[config.mk]
export PLATFORM = sky130hd
export DESIGN_NAME = pipe_fetch_decode
export DESIGN_NICKNAME = d
export VERILOG_FILES = /design/src/rtl/pipe_fetch_decode.sv
export SDC_FILE = /design/constraint.sdc
export NUM_CORES = 1
export LEC_CHECK = 0
export ABC_CLOCK_PERIOD_IN_PS = 2700
export BUFFER_PORTS_ARGS = -buffer_cell sky130_fd_sc_hd__buf_4
export CAP_MARGIN = 0
export CELL_PAD_IN_SITES_DETAIL_PLACEMENT = 1
export CELL_PAD_IN_SITES_GLOBAL_PLACEMENT = 2
export CORE_MARGIN = 2
export CORE_UTILIZATION = 30
export CTS_CLUSTER_DIAMETER = 150
export DETAILED_ROUTE_END_ITERATION = 12
export PLACE_DENSITY = 0.83
export REMOVE_ABC_BUFFERS = 1
export SYNTH_ARGS = -nofsm -noshare
export SYNTH_HDL_FRONTEND = slang
export SYNTH_SLANG_ARGS = --single-unit
[constraint.sdc]
create_clock -name clk -period 2.7 [get_ports clk]
set_input_delay 0.135 -clock clk [delete_from_list [all_inputs] [get_ports clk]]
set_output_delay 0.135 -clock clk [all_outputs]
set_load 0.02 [all_outputs]
[src/rtl/pipe_fetch_decode.sv]
// Fetch and decode front end: registered pc, one decode register, one-cycle branch/JR
// resolution with a 3-cycle squash window. Optional JR decode is enabled with `define JR_EN.
`timescale 1ns/1ps
module pipe_fetch_decode #(
  parameter logic [2:0] ALU_ADD = 3'b010,
  parameter logic [2:0] ALU_SUB = 3'b011
) (
  input  logic        clk,
  input  logic        reset,
  input  logic [31:0] instr,
  output logic [8:0]  pc,
  output logic        halted,
  input  logic        execCFlag,
  input  logic        execNFlag,
  input  logic        execVFlag,
  input  logic        execZFlag,
  input  logic [8:0]  execRfRdData0Short,
  output logic [15:0] decodeImmediate,
  output logic [4:0]  decodeRfRdAdrx0,
  output logic [4:0]  decodeRfRdAdrx1,
  output logic [4:0]  decodeRfWrAdrx,
  output logic [2:0]  decodeAluCtl,
  output logic        decodeRfWriteEn,
  output logic        decodeAluBusBSel,
  output logic        decodeDmemResultSel,
  output logic        decodeRegDest,
  output logic        dmemWriteEn,
  output logic        doBranch3Held
);

  localparam logic [2:0] OP_NOP    = 3'b000;
  localparam logic [2:0] OP_RTYPE  = 3'b001;
  localparam logic [2:0] OP_ITYPE  = 3'b010;
  localparam logic [2:0] OP_LOAD   = 3'b011;
  localparam logic [2:0] OP_STORE  = 3'b100;
  localparam logic [2:0] OP_BRANCH = 3'b101;
  localparam logic [2:0] OP_JR     = 3'b110;
  localparam logic [2:0] OP_HALT   = 3'b111;

  logic [31:0] d_instr;
  logic [8:0]  d_pc;
  logic [2:0]  op;
  logic [2:0]  fn;

  logic        pend_valid;
  logic        pend_jr;
  logic [2:0]  pend_fn;
  logic [8:0]  pend_target;
  logic [1:0]  hold_cnt;

  logic        squash;
  logic        decode_branch;
  logic        decode_jr;
  logic        decode_halt;
  logic        cond_met;
  logic        take;
  logic        halt_now;
  logic [8:0]  branch_target;

  assign op            = d_instr[31:29];
  assign fn            = d_instr[28:26];
  assign doBranch3Held = (hold_cnt != 2'd0);
  assign squash        = doBranch3Held | halted;

  assign decode_branch = (op == OP_BRANCH) & ~squash;
  assign decode_halt   = (op == OP_HALT) & ~squash;
`ifdef JR_EN
  assign decode_jr     = (op == OP_JR) & ~squash;
`else
  assign decode_jr     = 1'b0;
`endif

  // 9-bit offset is already sign-correct modulo 512, so no explicit extension is needed.
  assign branch_target = d_pc + 9'd1 + d_instr[8:0];

  always_comb begin
    cond_met = 1'b0;
    case (pend_fn)
      3'b000:  cond_met = 1'b1;
      3'b001:  cond_met = execZFlag;
      3'b010:  cond_met = ~execZFlag;
      3'b011:  cond_met = execNFlag;
      3'b100:  cond_met = ~execNFlag;
      3'b101:  cond_met = execCFlag;
      3'b110:  cond_met = execVFlag;
      default: cond_met = 1'b0;
    endcase
  end

  assign take     = pend_valid & (pend_jr | cond_met);
  // A resolving taken branch wins over a HALT sitting in decode.
  assign halt_now = decode_halt & ~take;

  always_ff @(posedge clk) begin
    if (reset) begin
      pc          <= 9'd0;
      d_pc        <= 9'd0;
      d_instr     <= 32'h0;
      pend_valid  <= 1'b0;
      pend_jr     <= 1'b0;
      pend_fn     <= 3'b000;
      pend_target <= 9'd0;
      hold_cnt    <= 2'd0;
      halted      <= 1'b0;
    end else begin
      pend_valid  <= decode_branch | decode_jr;
      pend_jr     <= decode_jr;
      pend_fn     <= fn;
      pend_target <= decode_jr ? execRfRdData0Short : branch_target;

      if (take) begin
        hold_cnt <= 2'd3;
      end else if (hold_cnt != 2'd0) begin
        hold_cnt <= hold_cnt - 2'd1;
      end

      if (take) begin
        pc <= pend_target;
      end else if (!(halted || halt_now)) begin
        pc <= pc + 9'd1;
      end

      if (take || !(halted || halt_now)) begin
        d_instr <= instr;
        d_pc    <= pc;
      end

      halted <= halted | halt_now;
    end
  end

  assign decodeImmediate = d_instr[15:0];
  assign decodeRfRdAdrx0 = d_instr[25:21];
  assign decodeRfRdAdrx1 = d_instr[20:16];
  assign decodeRfWrAdrx  = d_instr[15:11];

  always_comb begin
    decodeAluCtl        = 3'b000;
    decodeRfWriteEn     = 1'b0;
    decodeAluBusBSel    = 1'b0;
    decodeDmemResultSel = 1'b0;
    decodeRegDest       = 1'b0;
    dmemWriteEn         = 1'b0;
    if (!squash) begin
      case (op)
        OP_RTYPE: begin
          decodeAluCtl    = fn;
          decodeRfWriteEn = 1'b1;
          decodeRegDest   = 1'b1;
        end
        OP_ITYPE: begin
          decodeAluCtl     = fn;
          decodeRfWriteEn  = 1'b1;
          decodeAluBusBSel = 1'b1;
        end
        OP_LOAD: begin
          decodeAluCtl        = ALU_ADD;
          decodeRfWriteEn     = 1'b1;
          decodeAluBusBSel    = 1'b1;
          decodeDmemResultSel = 1'b1;
        end
        OP_STORE: begin
          decodeAluCtl     = ALU_ADD;
          decodeAluBusBSel = 1'b1;
          dmemWriteEn      = 1'b1;
        end
        OP_BRANCH: decodeAluCtl = ALU_SUB;
        // NOP, JR and HALT drive no datapath controls.
        default: decodeAluCtl = 3'b000;
      endcase
    end
  end

endmodule

Yosys cells after proc, flatten, opt, wreduce, memory -nomap -nowiden
Cells that the tools add are included.

storage, ports and cells
  word-level logic and storage cells = 62
  flip-flop bits (word level) = 66

cells by class
  mux-type cells = 17
  add/sub/neg operators = 4
  reduce and logical (&&, ||, !) cells = 10
  equality and inequality tests = 13
  bitwise operators = 10

operators by type and width
  cell                 number
  $add 9x1->9 const B  2
  $eq 3x3->1 const B   6
  $mux 9               2
  $eq 3x2->1 const B   4
  $mux 1               10
  $add 9x9->9          1
  $pmux 3 s3           1
  $pmux 1 s7           1
  $eq 3x1->1 const B   2
  $reduce_or 3->1      2
  $and 1x1->1          4
  $mux 2               2
  $not 1->1            4
  $reduce_bool 2->1    2
  $reduce_or 2->1      2
  $logic_not 3->1      1
  $mux 3               1
  $logic_or 1x1->1     2
  $ne 2x2->1 const B   1
  $or 1x1->1           2
  $sub 2x1->2 const B  1
  $logic_not 1->1      1

Logic depth before layout (Yosys ltp)
  depth after elaboration = 8
  mapped depth = 9
  mapped depth without buffers = 9

Worst setup path after synthesis
Ideal clock, no wire load.

  path type = reg-to-reg
  from = register hold_cnt[0]
  to = register d_pc[3]
  cell stages (with the launch flop) = 9
  path slack = 0.807 ns
  data required time = 2.572 ns
  arrival time = 1.765 ns
  path through = dfxtp_1 -> inv_1 -> ha_1 -> a41oi_2 -> a31o_2 -> a31oi_4 -> buf_8 -> mux2i_1 -> nor2_1

on the way
  cells in the longest elaborated chain, start to end = 8

RTL lines
  element                 RTL line  text
  start, declared         49        logic [1:0] hold_cnt;
  start signal, assigned  114       hold_cnt <= hold_cnt - 2'd1;
  $reduce_bool 2->1       62        assign doBranch3Held = (hold_cnt != 2'd0);
  $or 1x1->1              63        assign squash = doBranch3Held | halted;
  $not 1->1               66        assign decode_halt = (op == OP_HALT) & ~squash;
  $and 1x1->1             66
  $and 1x1->1             92        assign halt_now = decode_halt & ~take;
  $logic_or 1x1->1        123       if (take || !(halted || halt_now)) begin
  $logic_not 1->1         123
  $logic_or 1x1->1        123
  end signal, assigned    125       d_pc <= pc;
  end, declared           41        logic [8:0] d_pc;

No other way between the ends.
A chain may end at the register's enable or synchronous reset.

Worst setup path after layout
  from = register hold_cnt[0]
  to = register d_instr[3]

on the way
  cells in the longest elaborated chain, start to end = 8

RTL lines
  element               RTL line  text
  $reduce_bool 2->1     62
  $or 1x1->1            63
  $not 1->1             66
  $and 1x1->1           66
  $and 1x1->1           92
  $logic_or 1x1->1      123
  $logic_not 1->1       123
  $logic_or 1x1->1      123
  end signal, assigned  124       d_instr <= instr;
  end, declared         40        logic [31:0] d_instr;

No other way between the ends.

==> flow_summary_export.csv <==
group,metric,value,unit
global_route,antenna_found_initial,0,
logic_synthesis,synthAdderAreaFrac,4.60,%
place,dp.cells,513,
drt,wl,7.07,mm
logic_synthesis,synth.area.top_cells,"dfxtp_1, mux2i_1, nor2_1",
sta,skew,0.0102,ns
sta,period_share,81.4,%
clock_tree,cts_buffers,9,
clock_tree,postCtsSetupBuffers,0,
logic_synthesis,synth_cell_types,39,
final_layout,area_delta_synth_final,22.1,%
sta,max-slew-margin-rel,52.4,%
min_path,hold_path.class,"in2reg",
global_route,overflow,0,
sta,fin_setup_tns,0,ns
floorplan,dieWidth,107,um
floorplan,ioPinCount,97,
clock_tree,cts_tree,"done",
place,placed_area,0.00368,mm2
pwr,irDropWorstVdd,0.242,mV
logic_synthesis,yosysSeqAreaShare,41.9,%
logic_synthesis,synth_compound_area_share,9.20,%
pwr,pwr_density_cell,614,mW/mm2
final_layout,fin_nets,446,
clock_tree,cts_sinks,66,
floorplan,dieHeight,107,um
pwr,power.leakage,1.62,nW
floorplan,rows,37,
min_path,min_from,"instr[28]",
logic_synthesis,synth_xor_area_share,3.89,%
drt,drt_first_pass_iters,4,
floorplan,die_area,0.0114,mm2
logic_synthesis,synth-edff-count,0,
clock_tree,cts_max_level,3,
logic_synthesis,syn_area,0.00316,mm2
drt,avgRoutedWirePerCell,13.4,um
setup_path,endpoint_kind,"flip-flop",
setup_path,required,2.89,ns
sta,grt_setup_unrepaired,"no",
logic_synthesis,yosys_most_used_dff,"dfxtp_1",
setup_path,arrival,2.39,ns
logic_synthesis,yosysWarnings,0,
place,io_buffers,87,
clock_tree,cts_resized,0,
sta,max_freq,455,MHz
floorplan,initial_core_util,30.7,%
clock_tree,postCtsHoldBufs,0,
global_route,track_usage,12.9,%
drt,drt-vias-per-instance,4.55,
place,dp_hpwl,4.83,mm
setup_path,start_kind,"flip-flop",
logic_synthesis,synth_top_area_cell,"dfxtp_1",
clock_tree,cts_buffer_depth,2,
final_layout,finalNonFillerCells,529,
sta,final-max-slew-violation-count,0,
floorplan,core,0.0103,mm2
clock_tree,cts_root_buf,"clkbuf_8",
setup_path,cp-startpoint,"hold_cnt[0]$_SDFFE_PP0P_",
pwr,total_power,2.37,mW
final_layout,diodes,0,
logic_synthesis,synth_seq_cells,66,
setup_path,critPathKind,"reg2reg",
logic_synthesis,synthCells,333,
outcome,status,"completed",
logic_synthesis,synthMuxAreaShare,14.0,%
logic_synthesis,syn_avg_cell_area,9.48,um2
setup_path,worstPathMaxFanout,41,
sta,tightest_slew,0.714,ns
global_route,grt_pass1_vias,2377,
place,place.gp.congestion,0.719,
drt,drt_iter0_drc,79,
drt,ant_nets,0,
global_route,grt_pass1_wl,11.5,mm
global_route,grt_max_degree,67,
clock_tree,insertion_delay,0.33,ns
setup_path,regToRegStartpoint,"hold_cnt[0]$_SDFFE_PP0P_",
final_layout,layout-drive-gt1-share,28.0,%
flow_run,drv_cap,0,
sta,finalHoldViolCount,0,
clock_tree,path_clk_slew,0.08,ns
sta,min_period,2.20,ns
sta,finalSetupViolCount,0,
drt,drc,0,
logic_synthesis,yosys.area_share.simple,14.9,%
logic_synthesis,synth_top_family_by_area,"simple AND/OR/NAND/NOR gates",
drt,vias,2408,
final_layout,design_area,0.00385,mm2
logic_synthesis,synth_top_area_share,41.9,%
logic_synthesis,async_reset_ff_share,0,%
registers in the layout, indices dropped and copies added (netlist names):
| name | flops |
|---|---|
| d_instr | 32 |
| d_pc | 9 |
| halted | 1 |
| hold_cnt | 2 |
| pc | 9 |
| pend_fn | 3 |
| pend_target | 9 |
| pend_valid | 1 |
per-layer routing:
layer  part of all wire, %  track usage [%]  vias up
li1                      -                -     1205
met1                    46             15.7     1146
met2                    49             21.9       52
met3                   4.4             2.88        5
met4                  0.74             5.01        0
met5                     0                0        -
worst max-delay path: stages (launching register included):
cell and delay (ns):
dfxtp_1 0.32, inv_1 0.06, ha_1 0.28, a41oi_2 0.28
a31o_2 0.32, a31oi_4 0.17, buf_12 0.31, mux2i_1 0.23
nor2_1 0.05
Yosys cell counts, types with 6 or more instances:
library cell and n:
nor2_1 64, inv_1 7, mux2i_1 43, a21oi_1 6
clkbuf_1 9, a211oi_1 13, buf_4 31, dfxtp_1 66
o21ai_0 7, ha_1 10, xor2_1 9, nor3_1 9
nand2b_1 6, nand2_1 7
logic make-up (layout without fill, tap and decap cells):
kind of cell             count (synthesis)  count (layout)
AND/OR/NAND/NOR                        105             105
adder cells (fa/ha/maj)                 11              11
AO/OA/AOI/OAI                           40              40
buffers and inverters                   53             113
flip-flops                              66              66
XOR/XNOR                                14              14
multiplexers                            44              44
area by class of cell:
type | count | area [um2]
clock buffer | 11 | 141
clock inverter | 5 | 30.0
fill | 1216 | 6420
inverter | 7 | 26.3
multi-input combinational | 214 | 1480
sequential | 66 | 1320
tap | 136 | 170
timing repair buffer | 90 | 688
stage by stage:
step | hold slack (ns) | utilization, % | setup WS [ns]
CTS | 0.0125 | 37.5 | 0.473
global placement | 0.365 | 35.8 | 0.539
global route | 0.0156 | 37.5 | 0.291
finish | 0.0321 | 37.5 | 0.503
floorplan | 0.202 | - | 0.113
detailed placement | 0.374 | 35.8 | 0.487
cells in the final DEF (no fill, tap or decap), types with 2 or more instances in the layout:
master and count:
nand2_1 7, nand3_1 4, nor3_1 9, o21ai_0 7, nand3b_1 4, xnor2_1 5
inv_1 7, a21oi_1 6, dfxtp_1 66, and3_1 2, buf_4 89, xor2_1 9
clkinv_2 3, mux2i_1 43, nand2b_1 6, o21a_1 3, ha_1 10, clkinvlp_4 2
clkbuf_8 10, nor2_1 64, nor2b_1 5, a211oi_1 13
worst paths after layout:
| check | slack (ns) | cells after the start | endpoint |
|---|---|---|---|
| worst max register to register | 0.50 | 8 | d_instr[3]$_SDFFE_PP0P_ |
| worst max-delay path | 0.50 | 8 | d_instr[3]$_SDFFE_PP0P_ |
| worst min register to register | 0.48 | 2 | pc[8]$_SDFFE_PP0P_ |
| worst min-delay path | 0.03 | 3 | d_instr[28]$_SDFFE_PP0P_ |
report_power, final:
group	switching (mW)	total, mW	internal [mW]
Sequential	0.0510	1.10	1.04
Combinational	0.291	0.533	0.242
Clock	0.383	0.737	0.354
Total	0.725	2.37	1.64
Note: power is estimated with default switching activity, not from simulation.
